**src/rtl/mem_arb_pkg.sv**
```systemverilog
// Shared definitions for the two-master RAM arbiter: FSM state encoding and master IDs.
package mem_arb_pkg;

  typedef enum logic {
    IDLE   = 1'b0,
    ACCESS = 1'b1
  } state_t;

  localparam logic M0 = 1'b0;
  localparam logic M1 = 1'b1;

endpackage

```
**src/rtl/mem_arb_pick.sv**
```systemverilog
// Combinational winner selection between two masters.
// MEM_ARB_ROUND_ROBIN_EN selects alternating ties; otherwise fixed priority with a starvation guard.
module mem_arb_pick
  import mem_arb_pkg::*;
#(
  parameter int MAX_WAIT = 4,
  parameter int WAIT_W   = 3
) (
  input  logic              i_m0_valid,
  input  logic              i_m1_valid,
  input  logic              i_last_grant,
  input  logic [WAIT_W-1:0] i_wait_cnt,
  output logic              o_win_valid,
  output logic              o_win_id
);

  logic w_tie_id;

`ifdef MEM_ARB_ROUND_ROBIN_EN
  logic w_unused_wait;
  assign w_unused_wait = ^i_wait_cnt;
  assign w_tie_id      = ~i_last_grant;
`else
  logic w_unused_last;
  assign w_unused_last = i_last_grant;
  // Master 1 takes the tie only once it has lost MAX_WAIT times in a row.
  assign w_tie_id      = (i_wait_cnt == WAIT_W'(MAX_WAIT)) ? M1 : M0;
`endif

  always_comb begin
    o_win_valid = i_m0_valid | i_m1_valid;
    o_win_id    = M0;
    if (i_m0_valid && i_m1_valid) begin
      o_win_id = w_tie_id;
    end else if (i_m1_valid) begin
      o_win_id = M1;
    end
  end

endmodule

```
**src/rtl/mem_arbiter.sv**
```systemverilog
// Two-master arbiter in front of a single-port synchronous RAM (1-cycle read latency).
// Build option: define MEM_ARB_ROUND_ROBIN_EN for alternating ties instead of fixed priority.
module mem_arbiter
  import mem_arb_pkg::*;
#(
  parameter int ADDR_WIDTH = 10,
  parameter int DATA_WIDTH = 32,
  parameter int MAX_WAIT   = 4,
  parameter int CNT_WIDTH  = 16
) (
  input  logic                    clk,
  input  logic                    rst_n,
  input  logic                    m0_valid,
  output logic                    m0_ready,
  input  logic [ADDR_WIDTH-1:0]   m0_addr,
  input  logic [DATA_WIDTH-1:0]   m0_wdata,
  input  logic [DATA_WIDTH/8-1:0] m0_wstrb,
  output logic [DATA_WIDTH-1:0]   m0_rdata,
  input  logic                    m1_valid,
  output logic                    m1_ready,
  input  logic [ADDR_WIDTH-1:0]   m1_addr,
  input  logic [DATA_WIDTH-1:0]   m1_wdata,
  input  logic [DATA_WIDTH/8-1:0] m1_wstrb,
  output logic [DATA_WIDTH-1:0]   m1_rdata,
  output logic [DATA_WIDTH/8-1:0] ram_we,
  output logic [ADDR_WIDTH-1:0]   ram_addr,
  output logic [DATA_WIDTH-1:0]   ram_data,
  input  logic [DATA_WIDTH-1:0]   ram_q,
  output logic [CNT_WIDTH-1:0]    conflict_cnt
);

  localparam int WAIT_W = $clog2(MAX_WAIT + 2);

  state_t               r_state;
  logic                 r_grant;
  logic                 r_last_grant;
  logic [WAIT_W-1:0]    r_wait_cnt;
  logic [CNT_WIDTH-1:0] r_conflict_cnt;
  logic                 r_m0_ready;
  logic                 r_m1_ready;

  logic w_win_valid;
  logic w_win_id;
  logic w_tie;
  logic w_sel;

  mem_arb_pick #(
    .MAX_WAIT (MAX_WAIT),
    .WAIT_W   (WAIT_W)
  ) u_pick (
    .i_m0_valid   (m0_valid),
    .i_m1_valid   (m1_valid),
    .i_last_grant (r_last_grant),
    .i_wait_cnt   (r_wait_cnt),
    .o_win_valid  (w_win_valid),
    .o_win_id     (w_win_id)
  );

  assign w_tie = m0_valid & m1_valid;

  // IDLE follows the live winner (M0 when nobody asks); ACCESS stays on the latched grant.
  assign w_sel    = (r_state == ACCESS) ? r_grant : w_win_id;
  assign ram_addr = w_sel ? m1_addr  : m0_addr;
  assign ram_data = w_sel ? m1_wdata : m0_wdata;
  assign ram_we   = (rst_n && (r_state == IDLE) && w_win_valid) ?
                    (w_sel ? m1_wstrb : m0_wstrb) : '0;

  assign m0_rdata     = ram_q;
  assign m1_rdata     = ram_q;
  assign m0_ready     = r_m0_ready;
  assign m1_ready     = r_m1_ready;
  assign conflict_cnt = r_conflict_cnt;

  always_ff @(posedge clk or negedge rst_n) begin
    if (!rst_n) begin
      r_state        <= IDLE;
      r_grant        <= M0;
      r_last_grant   <= M1;
      r_wait_cnt     <= '0;
      r_conflict_cnt <= '0;
      r_m0_ready     <= 1'b0;
      r_m1_ready     <= 1'b0;
    end else begin
      r_m0_ready <= 1'b0;
      r_m1_ready <= 1'b0;
      case (r_state)
        IDLE: begin
          if (w_tie && (r_conflict_cnt != '1)) begin
            r_conflict_cnt <= r_conflict_cnt + CNT_WIDTH'(1);
          end
          if (w_win_valid) begin
            r_state      <= ACCESS;
            r_grant      <= w_win_id;
            r_last_grant <= w_win_id;
            r_m0_ready   <= (w_win_id == M0);
            r_m1_ready   <= (w_win_id == M1);
          end
`ifndef MEM_ARB_ROUND_ROBIN_EN
          if (w_win_valid && (w_win_id == M1)) begin
            r_wait_cnt <= '0;
          end else if (w_tie && (r_wait_cnt != WAIT_W'(MAX_WAIT))) begin
            r_wait_cnt <= r_wait_cnt + WAIT_W'(1);
          end
`endif
        end
        ACCESS:  r_state <= IDLE;
        default: r_state <= IDLE;
      endcase
    end
  end

endmodule

```
**config.mk**
```make
export PLATFORM = sky130hd
export DESIGN_NAME = mem_arbiter
export DESIGN_NICKNAME = d
export VERILOG_FILES = /design/src/rtl/mem_arb_pkg.sv /design/src/rtl/mem_arb_pick.sv /design/src/rtl/mem_arbiter.sv
export SDC_FILE = /design/constraint.sdc
export NUM_CORES = 1
export LEC_CHECK = 0
export ABC_AREA = 1
export BUFFER_PORTS_ARGS = -buffer_cell sky130_fd_sc_hd__buf_2
export CAP_MARGIN = 20
export CORE_AREA = 2 2 99 101
export DETAILED_ROUTE_END_ITERATION = 8
export DIE_AREA = 0 0 101 103
export PLACE_DENSITY_LB_ADDON = 0.3
export SLEW_MARGIN = 20
export SYNTH_ARGS = -nofsm -noshare
export SYNTH_HDL_FRONTEND = slang
export SYNTH_SLANG_ARGS = --single-unit
```
**constraint.sdc**
```tcl
create_clock -name clk -period 4.15 [get_ports clk]
set_clock_uncertainty 0.2 [all_clocks]
set_input_delay 0.415 -clock clk [delete_from_list [all_inputs] [get_ports clk]]
set_output_delay 0.415 -clock clk [all_outputs]
set_load 0.05 [all_outputs]
```
### After elaboration in Yosys (flattened, before gate mapping)

Index checks and enable logic that the tools add are counted.

| word-level totals | value |
|---|---|
| flip-flop bits (word level) | 23 |
| logic and storage cells | 41 |

| operators by class | value |
|---|---|
| $add $sub $neg | 2 |
| equal/unequal tests | 3 |
| mux-type cells | 16 |
| bitwise gates (word level) | 4 |
| reductions and logical operators | 10 |

Operators with widths:

| operator | count |
|---|---|
| 32-bit two-way mux | 1 |
| 16-bit by 1-bit adder with 16-bit output (second input constant) | 1 |
| 16-bit inequality test (second input constant) | 1 |
| 10-bit two-way mux | 1 |
| 1-bit two-way mux | 9 |
| 4-bit two-way mux | 2 |
| 1-bit logical AND | 6 |
| 3-bit two-way mux | 2 |
| 2-bit AND reduction | 3 |
| 3-bit by 1-bit adder with 3-bit output (second input constant) | 1 |
| 3-bit equality test (second input constant) | 1 |
| 3-bit inequality test (second input constant) | 1 |
| 1-bit inverter | 2 |
| 1-bit case mux with 2 select lines | 1 |
| 2-bit nonzero test | 1 |
| 1-bit AND | 1 |
| 1-bit OR | 1 |

### Longest topological paths before layout

| logic depth | value |
|---|---|
| depth after elaboration | 6 |
| mapped depth | 10 |

### Cells and area by module

From an unflattened synthesis, not the netlist that was laid out.

| second synthesis, totals | value |
|---|---|
| cells, all modules | 409 |
| area total of the unflattened synthesis | 2,531.2 sq um |

By module, submodules not included:

| module | times used | cells an instance | area each (sq um) | sequential area each (sq um) |
|---|---|---|---|---|
| mem_arbiter | 1 | 402 | 2,486.1 | 601.8 |
| mem_arb_pick | 1 | 7 | 45.0 | 0.0 |

### Worst setup path after synthesis

No wires, ideal clock.

| timing | value |
|---|---|
| path kind | register -> output |
| start | register r_wait_cnt[0] |
| end | output ram_we[0] |
| arrival | 2.115 ns |
| data required time | 3.535 ns |
| slack | 1.420 ns |
| cell stages (with the launch flop) | 9 |
| path buffers | 1 |
| cells stage by stage | dfrtp_1 inv_1 ha_1 nand2_1 nand2_1 nand2_2 buf_6 nand3_1 a21boi_0 |

| between the ends | value |
|---|---|
| cells in the longest elaborated chain, start to end | 6 |

Ends and longest elaborated chain:

| what | line | source |
|---|---|---|
| from (decl) | mem_arbiter.sv:37 | `logic [WAIT_W-1:0] r_wait_cnt;` |
| from (signal assigned) | mem_arbiter.sv:102 | `r_wait_cnt <= r_wait_cnt + WAIT_W'(1);` |
| 3-bit equality test | mem_arb_pick.sv:27 | `assign w_tie_id = (i_wait_cnt == WAIT_W'(MAX_WAIT)) ? M1 : M0;` |
| 1-bit two-way mux | mem_arb_pick.sv:27 |  |
| 1-bit two-way mux | mem_arb_pick.sv:33 | `if (i_m0_valid && i_m1_valid) begin` |
| 1-bit two-way mux | mem_arbiter.sv:62 | `assign w_sel = (r_state == ACCESS) ? r_grant : w_win_id;` |
| 4-bit two-way mux | mem_arbiter.sv:66 | `(w_sel ? m1_wstrb : m0_wstrb) : '0;` |
| 4-bit two-way mux | mem_arbiter.sv:65 | `assign ram_we = (rst_n && (r_state == IDLE) && w_win_valid) ?` |
| to (decl) | mem_arbiter.sv:25 | `output logic [DATA_WIDTH/8-1:0] ram_we,` |

No other way between the ends.

### Worst setup path after layout

| timing | value |
|---|---|
| start | register r_state |
| end | output ram_we[2] |

| between the ends | value |
|---|---|
| cells in the longest elaborated chain, start to end | 4 |
| elaborated cells between the ends (all ways) | 6 |
| classes of those cells | mux: 3; bitwise: 1; reduce/logical: 2 |

Ends and longest elaborated chain:

| what | line | source |
|---|---|---|
| from (decl) | mem_arbiter.sv:34 | `state_t r_state;` |
| from (signal assigned) | mem_arbiter.sv:76 | `r_state <= IDLE;` |
| from (signal assigned) | mem_arbiter.sv:92 | `r_state <= ACCESS;` |
| from (signal assigned) | mem_arbiter.sv:106 | `ACCESS: r_state <= IDLE;` |
| branches (longest 3 deep; another with 4-bit two-way mux) | n/a |  |
| 4-bit two-way mux * | mem_arbiter.sv:65 |  |

Mark *: on every way between the ends.

==> key figures <==
Final layout
  • Final Util: between 30% and 40%
  • Antenna cells: 0
  • Design area: 0.00291 mm^2
  • Final net count: 617
  • Share of post-route cells with drive strength above 1: around 36%
  • Area grow syn2layout: 17.3%
  • Non-Filler Instances: 599

Clock network
  • Root Buffer Master: clkbuf_8
  • TritonCTS clock tree: done
  • Clk Latency, worst-skew pair: roughly 0.27 ns
  • CTS clk-pin slew, worst paths: 0.09 ns
  • PostCTS Resize Cnt: 0
  • Depth of the CTS H-tree: 1
  • Maximum clock path buffer count: 2
  • Clk sinks: 23
  • CTS buffer count: 3

Global route
  • Total grt overflow: 0
  • First-pass GRT wire length: 11.0 mm
  • Initial antenna violation count: 0
  • Maximum number of pins on one net before global-route repair: 49
  • Vias in the first global route: 2264
  • Global Route Usage Sum: 13.2%

Place
  • Final GP Congestion: 0.775
  • Estimated wirelength of the detail-placed design: roughly 6 mm
  • Inst Count DP: roughly 590
  • Placed Area: 0.00285 mm^2
  • DP Worst Slack: 1.28 ns
  • I/O Buffers: 159

STA
  • Worst Tran Pin Value: ~0.82 ns
  • Max_slew headroom: roughly 45%
  • Hold Fails Final Rpt: 0
  • Tcrit/Tclk final: 75.6%
  • Final WS setup: 1.01 ns
  • Unrepaired setup endpoints after global routing: false
  • Max-slew violation count: 0
  • Peak Freq: 319 MHz
  • Min Tclk post-route: about 3.1 ns
  • Minimum hold slack: roughly 0.19 ns
  • Post-Route Setup TNS: 0 ns
  • Final setup viols: 0

Drt
  • Number of vias per cell: 4.42
  • Via count: 2648
  • DRC viols: 0
  • Routed WL: 7.85 mm
  • DRT iter0 DRCs: 85
  • Wire per inst: ~13 um
  • Total iterations of the first detailed-routing run: 4
  • Post-route ant nets: 0

Pwr
  • Pwr dens: 384 mW/mm^2
  • Leakage power: about 1.8 nW
  • Power Total: 1.12 mW
  • Peak supply drop: 0.160 mV

Synth
  • Synth Cell Area: 0.00248 mm^2
  • Seq/Total Area, Yosys: 23.2%
  • Yosys warnings: 0
  • Syn nets: 531
  • Mapped Cells: 400
  • #FFs+latches synth: 23
  • Library cells used by synthesis: 20
  • Mean post-synth cell area: 6.21 um^2

Floorplan
  • Die Height: 103 um
  • I/O Pins: around 260
  • DIE AREA: around 0.010 mm^2
  • Die Width: between 100 and 150 um
  • Initial core utilization: between 20% and 30%
  • Row Count: 36
  • Area of the core: 0.00946 mm^2

Worst setup path
  • Critical path type: flip-flop to primary output
  • CP Capture Type: primary output
  • Data required, critical path: 3.53 ns
  • Worst Path Arrival: 2.52 ns
  • CP Max Fanout: 46
  • Crit path launch type: flip-flop

Flow run
  • Max-Cap Viols: 0

Status
  • Status: completed

Hold path
  • Worst min path class: input port to flip-flop
[final timing paths]
path	start	end	slack [ns]	depth (start not counted)
max	r_state	ram_we[2]	1.01	8
min	m1_valid	m0_ready	0.19	2
max reg2reg	conflict_cnt[0]	conflict_cnt[9]	2.21	9
min reg2reg	r_grant	r_grant	0.31	2
max in group asynchronous	rst_n	m0_ready	2.92	2
min in group asynchronous	rst_n	conflict_cnt[7]	0.45	2
[worst max-delay path: stages (launching register included)]
cell	delay (ns)
dfrtp_1	0.42
inv_1	0.27
nand2_1	0.10
inv_1	0.16
nand2_2	0.09
nand2_2	0.59
o21ai_0	0.16
nor2_1	0.14
buf_2	0.27
[Yosys cell counts]
cell type / number / area share [%]
buf_2: 8 / 1.6
nor2_4: 4 / 1.8
nand2_4: 1 / 0.45
nand2_1: 155 / 23
clkbuf_1: 4 / 0.60
nand3_1: 67 / 14
xor2_1: 4 / 1.4
a21boi_0: 3 / 0.91
buf_6: 3 / 1.4
a21oi_1: 2 / 0.40
nand4_1: 3 / 0.76
nor2_2: 1 / 0.25
ha_1: 3 / 1.5
nand2_2: 4 / 1.0
dfrtp_1: 23 / 23
buf_4: 66 / 20
o21ai_0: 4 / 0.81
xnor2_1: 1 / 0.35
inv_1: 27 / 4.1
nor2_1: 17 / 2.6
[flip-flops by register name (all words and copies together) (netlist names)]
| signal | count |
|---|---|
| m1_ready | 1 |
| r_wait_cnt | 3 |
| conflict_cnt | 16 |
| r_grant | 1 |
| m0_ready | 1 |
| r_state | 1 |
[metal layers]
| metal | wire, um | GRT usage, % | vias up |
|---|---|---|---|
| met3 | 739 | 3.73 | 28 |
| met5 | 0 | 0 | - |
| met4 | 148 | 4.16 | 0 |
| met2 | 3660 | 20.8 | 107 |
| met1 | 3310 | 17.7 | 1163 |
| li1 | - | - | 1350 |
[power breakdown]
group / leakage, nW / internal (mW) / switching (mW)
Clock: 0.0217 / 0.0681 / 0.0787
Sequential: 0.308 / 0.252 / 0.0293
Combinational: 1.46 / 0.165 / 0.524
[kinds of logic after synthesis]
| family | synth area share [%] |
|---|---|
| DFF | 23.2 |
| and+or+nand+nor | 43.8 |
| adders and majority gates | 1.51 |
| buffers and inverters | 27.6 |
| xor gates and xnor gates | 1.76 |
| AOI/OAI and AO/OA | 2.12 |
[cell usage in the layout, fill, tap and decap left out]
| cell | synthesis | final |
|---|---|---|
| inv_1 | 27 | 27 |
| dfrtp_1 | 23 | 23 |
| clkinvlp_4 | 0 | 1 |
| xnor2_1 | 1 | 1 |
| ha_1 | 3 | 3 |
| a21oi_1 | 2 | 2 |
| nor2_1 | 17 | 17 |
| dlygate4sd3_1 | 0 | 1 |
| xor2_1 | 4 | 4 |
| nand3_1 | 67 | 67 |
| clkbuf_8 | 0 | 3 |
| nor2_4 | 4 | 4 |
| nand2_2 | 4 | 5 |
| buf_2 | 8 | 159 |
| o21ai_0 | 4 | 4 |
| nor2_2 | 1 | 1 |
| nand2_4 | 1 | 1 |
| buf_4 | 66 | 2 |
| a21boi_0 | 3 | 3 |
| nand2_1 | 155 | 154 |
| nand4_1 | 3 | 3 |
[repair_timing]
action / CTS / global route
setup buffers: 0 / 0
hold buffers: 1 / 0
hold endpoints to repair: 23 / 0
[layout make-up]
cell class | count | area [um^2]
Sequential cell | 23 | 576
Tap cell | 114 | 143
Clock buffer | 3 | 41.3
Clock inverter | 1 | 7.51
Multi-Input combinational cell | 269 | 1220
Timing Repair Buffer | 162 | 821
Inverter | 27 | 101
Fill cell | 1061 | 6550
Note: power is estimated with default switching activity, not from simulation.
